[src/rtl/div_radix2.sv]
// Multi-cycle radix-2 restoring divider (DIV/DIVU) for the EX stage.
// Produces {remainder, quotient} one quotient bit per cycle; abortable by flush/annul.
module div_radix2 #(
    parameter int WIDTH = 32
) (
    input  logic                 clk,
    input  logic                 rst,
    input  logic                 flush,
    input  logic [WIDTH-1:0]     opdata1_i,
    input  logic [WIDTH-1:0]     opdata2_i,
    input  logic                 start_i,
    input  logic                 annul_i,
    input  logic                 signed_div_i,
    output logic                 ready_o,
    output logic [2*WIDTH-1:0]   result_o
);

    typedef enum logic [1:0] {
        S_IDLE,
        S_DIVZERO,
        S_ON,
        S_END
    } state_e;

    localparam int CW = $clog2(WIDTH + 1);

    state_e               state_q, state_d;
    logic [CW-1:0]        cnt_q, cnt_d;
    logic [WIDTH-1:0]     rem_q, rem_d;
    logic [WIDTH-1:0]     quo_q, quo_d;
    logic [WIDTH-1:0]     dvs_q, dvs_d;
    logic                 neg_quo_q, neg_quo_d;
    logic                 neg_rem_q, neg_rem_d;
    logic                 ready_q, ready_d;
    logic [2*WIDTH-1:0]   result_q, result_d;

    logic [WIDTH-1:0]     abs_a, abs_b;
    logic [WIDTH:0]       rem_sh;
    logic [WIDTH+1:0]     diff;
    logic                 fit;
    logic [WIDTH-1:0]     rem_step, quo_step, quo_fix, rem_fix;

    always_comb begin
        abs_a    = (signed_div_i && opdata1_i[WIDTH-1]) ? -opdata1_i : opdata1_i;
        abs_b    = (signed_div_i && opdata2_i[WIDTH-1]) ? -opdata2_i : opdata2_i;
        // Extra guard bit: the shifted remainder can exceed WIDTH bits when the divisor's MSB is set.
        rem_sh   = {rem_q, quo_q[WIDTH-1]};
        diff     = {1'b0, rem_sh} - {2'b00, dvs_q};
        fit      = ~diff[WIDTH+1];
        rem_step = fit ? diff[WIDTH-1:0] : rem_sh[WIDTH-1:0];
        quo_step = {quo_q[WIDTH-2:0], fit};
        quo_fix  = neg_quo_q ? -quo_step : quo_step;
        rem_fix  = neg_rem_q ? -rem_step : rem_step;
    end

    always_comb begin
        state_d   = state_q;
        cnt_d     = cnt_q;
        rem_d     = rem_q;
        quo_d     = quo_q;
        dvs_d     = dvs_q;
        neg_quo_d = neg_quo_q;
        neg_rem_d = neg_rem_q;
        ready_d   = ready_q;
        result_d  = result_q;

        if (flush || annul_i) begin
            state_d  = S_IDLE;
            cnt_d    = '0;
            rem_d    = '0;
            quo_d    = '0;
            ready_d  = 1'b0;
            result_d = '0;
        end else begin
            unique case (state_q)
                S_IDLE: begin
                    if (start_i) begin
                        if (opdata2_i == '0) begin
                            state_d = S_DIVZERO;
                        end else begin
                            state_d   = S_ON;
                            cnt_d     = '0;
                            rem_d     = '0;
                            quo_d     = abs_a;
                            dvs_d     = abs_b;
                            neg_quo_d = signed_div_i && (opdata1_i[WIDTH-1] ^ opdata2_i[WIDTH-1]);
                            neg_rem_d = signed_div_i && opdata1_i[WIDTH-1];
                        end
                    end
                end
                S_DIVZERO: begin
                    state_d  = S_END;
                    ready_d  = 1'b1;
                    result_d = '0;
                end
                S_ON: begin
                    rem_d = rem_step;
                    quo_d = quo_step;
                    cnt_d = cnt_q + 1'b1;
                    if (cnt_q == CW'(WIDTH - 1)) begin
                        state_d  = S_END;
                        ready_d  = 1'b1;
                        result_d = {rem_fix, quo_fix};
                    end
                end
                S_END: begin
                    // Result is held while the ALU keeps start_i high.
                    if (!start_i) begin
                        state_d  = S_IDLE;
                        ready_d  = 1'b0;
                        result_d = '0;
                    end
                end
                default: state_d = S_IDLE;
            endcase
        end
    end

    always_ff @(posedge clk) begin
        if (!rst) begin
            state_q   <= S_IDLE;
            cnt_q     <= '0;
            rem_q     <= '0;
            quo_q     <= '0;
            dvs_q     <= '0;
            neg_quo_q <= 1'b0;
            neg_rem_q <= 1'b0;
            ready_q   <= 1'b0;
            result_q  <= '0;
        end else begin
            state_q   <= state_d;
            cnt_q     <= cnt_d;
            rem_q     <= rem_d;
            quo_q     <= quo_d;
            dvs_q     <= dvs_d;
            neg_quo_q <= neg_quo_d;
            neg_rem_q <= neg_rem_d;
            ready_q   <= ready_d;
            result_q  <= result_d;
        end
    end

    assign ready_o  = ready_q;
    assign result_o = result_q;

endmodule

[config.mk]
export PLATFORM = sky130hd
export DESIGN_NAME = div_radix2
export DESIGN_NICKNAME = d
export VERILOG_FILES = /design/src/rtl/div_radix2.sv
export SDC_FILE = /design/constraint.sdc
export NUM_CORES = 1
export LEC_CHECK = 0
export BUFFER_PORTS_ARGS = -buffer_cell sky130_fd_sc_hd__clkbuf_2
export CORE_UTILIZATION = 52
export DETAILED_ROUTE_END_ITERATION = 7
export GPL_TIMING_DRIVEN = 0
export PLACE_DENSITY = 0.72
export SYNTH_ARGS = -nofsm -noshare
export SYNTH_HDL_FRONTEND = slang
export SYNTH_SLANG_ARGS = --single-unit
[constraint.sdc]
create_clock -name clk -period 8.2 [get_ports clk]
set_input_delay 1.23 -clock clk [delete_from_list [all_inputs] [get_ports clk]]
set_output_delay 1.23 -clock clk [all_outputs]
set_load 0.01 [all_outputs]
Word level (Yosys, flattened, before mapping)
Cells that the tools add are included.

word-level totals
  memory bits (read-only) = 0
  memories = 0
  bits of input ports = 70
  bits in registers = 171
  latch bits = 0
  bits in writable memories = 0

cells by class
  $add $sub $neg = 6
  reductions and logical operators = 13
  multiplexer cells = 25
  $lt $le $gt $ge = 0
  div/mod/pow operators = 0
  bitwise operators = 5
  equality and inequality tests = 8
  multiply operators = 0
  shift operators = 0

operators by type and width
  operator             count
  $mux 32              9
  $pmux 64 s3          1
  $mux 64              2
  $neg 32->32          4
  $pmux 32 s2          2
  $sub 33x32->34       1
  $logic_not 32->1     1
  $mux 6               2
  $pmux 6 s2           1
  $reduce_and 3->1     3
  $mux 2               4
  $ne 2x2->1 const B   4
  $pmux 2 s4           1
  $add 6x1->6 const B  1
  $eq 6x5->1 const B   1
  $eq 2x2->1 const B   2
  $not 1->1            4
  $reduce_and 4->1     1
  $logic_and 1x1->1    3
  $pmux 1 s3           1
  $reduce_bool 3->1    1
  $eq 2x1->1 const B   1
  $logic_not 2->1      1
  $mux 1               2
  4 further kinds      4

Depth between registers and ports, before layout
  word-level depth = 6
  depth in mapped cells = 21

Worst setup path after synthesis
No wires, ideal clock.

  path kind = register to register
  start = reg dvs_q[1]
  end = reg result_q[28] (netlist: result_o[28])
  buffers on the path = 4
  library setup time = 128 ps
  arrival = 4,053 ps
  period minus slack after synthesis = 4,180 ps
  slack = 4,020 ps
  stages on the path, launching flop included = 21
  data required time = 8,072 ps
  path through = dfxtp_1 > inv_1 > ha_1 > nor2b_1 > o2111a_1 > o211ai_2 > a311oi_2 > or2_1 > buf_6 > inv_2 > buf_2 > buf_1 > clkbuf_1 > ha_1 > nand3_1 > or3_1 > or3_1 > o21ai_0 > xnor2_1 > a22oi_1 > nor2_1

on the way
  word-level cells in the longest chain between the ends = 6

ends and longest elaborated chain
  item                    RTL line  text
  start, declared         31        logic [WIDTH-1:0] dvs_q, dvs_d;
  start signal, assigned  135       dvs_q <= dvs_d;
  $sub 33x32->34          48        diff = {1'b0, rem_sh} - {2'b00, dvs_q};
  $not 1->1               49        fit = ~diff[WIDTH+1];
  $neg 32->32             52        quo_fix = neg_quo_q ? -quo_step : quo_step;
  $mux 32                 52
  $mux 64                 100       if (cnt_q == CW'(WIDTH - 1)) begin
  $pmux 64 s3             75        unique case (state_q)
  end signal, assigned    139       result_q <= result_d;
  end, declared           35        logic [2*WIDTH-1:0] result_q, result_d;

Every way passes these cells. The select of a mux whose other input is x is not followed.
A chain may end at the register's enable or synchronous reset.

Worst setup path in the final report
  start = reg dvs_q[26]
  end = reg result_q[30] (netlist: result_o[30])

The elaborated chain is that of the path after synthesis.

==> qor.yml <==
ys_seq_area_frac: 0.299
critPathMaxFanout: 10
grt_max_degree: 19
switching_share: 0.335
p_seq_frac: 0.401
path_clk_slew_ns: 0.07
syn2layout_area_growth_pct: 13.9
reg2reg_to: "result_o[30]"
synth_edf_count: 0
netlist_area_um2: 11500
end_kind: "flop"
core_um2: 21300
nFillCells: 1989
comb_power_share: 0.225
post-route-min-period_ns: 5.52
grt_util_met1: 0.468
cell_internal_pwr_mw: 1.42
clock_power_share: 0.373
tightest_slew_ns: 0.790
netlist_instances: 1537
drc: 0
antenna_found_initial: 0
die-area_um2: 22600
cts_resized: 0
vias: 11800
grtUsageMet3: 0.0564
final_common_cell: "nand2_1"
min-delay-start: "result_o[56]"
max_cap_violations: 0
cts_buffers: 17
fp.dieH_um: 150
async_flop_share: 0
fmax_mhz: 181
grt-ovfl-total: 0
min_path_type: "flop to flop"
drive_above_1_share: 0.127
start_util: 0.538
worstHoldEndpoint: "result_o[56]"
grt.busiest_layer: "met2"
hpwl_um: 28200
cp_top_family: "buffers and inverters"
dpl.cell_count: 1944
wl_per_cell_um: 18.2
setup_viol: 0
dr.first_iter.drc_count: 1153
clock_latency_ns: 0.44
ff2ff_setup_slack_ns: 2.68
crit_type: "flop to flop"
critPathArrivalTime_ns: 5.83
htreeDepth: 4
ys_ff_latch: 171
std_cell_rows: 53
hold_ws_ns: 0.448
final_cells: 1976
skew_ns: 0.0119
p_sw_uw: 712
cts_tree: "built"
slowest_delay_ns: 0.62
fin_crit_sh: 0.673
die_w_um: 150
cts_sinks: 171
critical_path.slowest_cell: "clkbuf_1"
grt.total_usage: 0.323
maxSlewViolCount: 0
p_leak_nw: 5.24
path_cells: "inv_1 -> ha_1 -> a21oi_2 -> o21ai_2 -> a2111oi_4 -> o21ai_2 -> or2_1 -> buf_6 -> inv_2 -> buf_2 -> buf_1 -> clkbuf_1 -> ha_1 -> nand3_1 -> or3_1 -> or3_1 -> o21ai_0 -> xnor2_1 -> a22oi_1 -> nor2_1"
rsz0062_at_grt: "no"
grt_pass1_vias: 10500
synth.avg_cell_area_um2: 7.45
cp-start-kind: "flop"
worst-path-buf-inv: 6
wl_um: 36000
synth_ff_type: "dfxtp_1"
hold_viol: 0
layout.nets: 1800
slew_headroom: 0.469
ir_drop_v: 0.000126
tns_ns: 0
dr.pass1.iters: 6
gp_congestion: 0.971
yosysWarnings: 0
worstHoldPathCells: 2
postCtsSetupBuffers: 0
cts_buffer_depth: 2
worst_r2r_path_depth: 20
vias_per_cell: 5.98
use_met2: 0.484
status: "complete, no violations"
syn-num-nets: 1649
cts_hold_buf: 0
required_ns: 8.51
power.density_nw_per_um2: 163
n_antenna_cell: 0
timing.rr.start: "dvs_q[26]"
postRouteAntennaNets: 0
fin_util: 0.612
yosys.cell_types.count: 78
p_total_mw: 2.13
grt_first_pass_wirelength_um: 56200
io-pin-count: 135
port-buffer-count: 132
final_cell_mix: "253 x nand2_1, 171 x dfxtp_1, 158 x nor2_1, 132 x clkbuf_2, 119 x a21oi_1"
root_buffer: "clkbuf_16"
[Yosys cell counts, drive strengths merged (22+ instances only)]
cell type  count  share of area
nand2        255          0.084
dfxtp        171           0.30
nor2         158          0.052
o21ai        123          0.054
a21oi        122          0.054
xnor2         79          0.060
xor2          68          0.052
clkbuf        62          0.020
inv           55          0.018
a22oi         49          0.032
ha            41          0.045
nand3         29          0.013
nor3          29          0.013
buf           27          0.012
o211a         27          0.024
o31ai         27          0.019
or3           22          0.012
[through the flow]
step,cell area [um2],worst slack [ns]
5_1_grt,13000,2.39
2_1_floorplan,11500,4.02
4_1_cts,13000,2.80
3_5_place_dp,12500,2.84
3_3_place_gp,12500,2.86
6_report,13000,2.68
[worst max-delay path by stage]
stage,startpoint,end,slack [ns],depth (start not counted)
2_1_floorplan,dvs_q[1],result_o[28],4.02,20
3_3_place_gp,dvs_q[26],result_o[30],2.86,20
3_5_place_dp,rem_q[5],result_o[30],2.84,20
4_1_cts,dvs_q[26],result_o[30],2.80,20
5_1_grt,rem_q[5],result_o[28],2.39,20
6_report,dvs_q[26],result_o[30],2.68,20
[logic make-up (layout without fill, tap and decap cells)]
group / after synthesis / in the layout / synth area share
AND/OR/NAND/NOR: 583 / 583 / 0.230
AO/OA/AOI/OAI: 438 / 438 / 0.250
flip-flops: 171 / 171 / 0.299
XOR/XNOR: 147 / 147 / 0.112
buffers and inverters: 144 / 308 / 0.0505
adder cells (fa/ha/maj): 42 / 42 / 0.0465
multiplexers: 12 / 12 / 0.0116
[power groups by stage]
stage / logic [mW] / clock network (mW) / registers [mW]
2_1_floorplan: 0.335 / 0 / 0.868
3_3_place_gp: 0.462 / 0 / 0.872
3_5_place_dp: 0.467 / 0 / 0.873
4_1_cts: 0.470 / 0.796 / 0.854
5_1_grt: 0.521 / 0.840 / 0.855
6_report: 0.480 / 0.794 / 0.854
[registers in the layout (all words and copies together), names as in the netlist]
register	cells
rem_q	32
state_q	2
neg_quo_q	1
dvs_q	32
neg_rem_q	1
cnt_q	6
quo_q	32
result_o	64
ready_o	1
[layer usage]
metal	vias to the layer above	routed length [um]
met2	548	15600
met5	-	0
li1	5699	-
met3	50	3310
met1	5512	16400
met4	0	714
[worst reg2reg max path: cells and delay by family (launching register included)]
family	cells	cell delay (ns)
simple gates	5	1.30
compound gates	6	1.32
flops	1	0.33
fa+ha+maj	2	0.69
buf+inv	6	1.62
xor+xnor	1	0.12
[cell type report]
type / instances / area, um2 / share of cell area
multi-input cells: 1222 / 7450 / 0.571
flip-flops and latches: 171 / 3420 / 0.263
repair buffers: 132 / 661 / 0.0507
clock buffers: 17 / 425 / 0.0326
plain buffers: 89 / 372 / 0.0285
well taps: 275 / 344 / 0.0264
inverters: 55 / 206 / 0.0158
clock inverters: 15 / 156 / 0.0120
(Power assumes the default switching activity.)
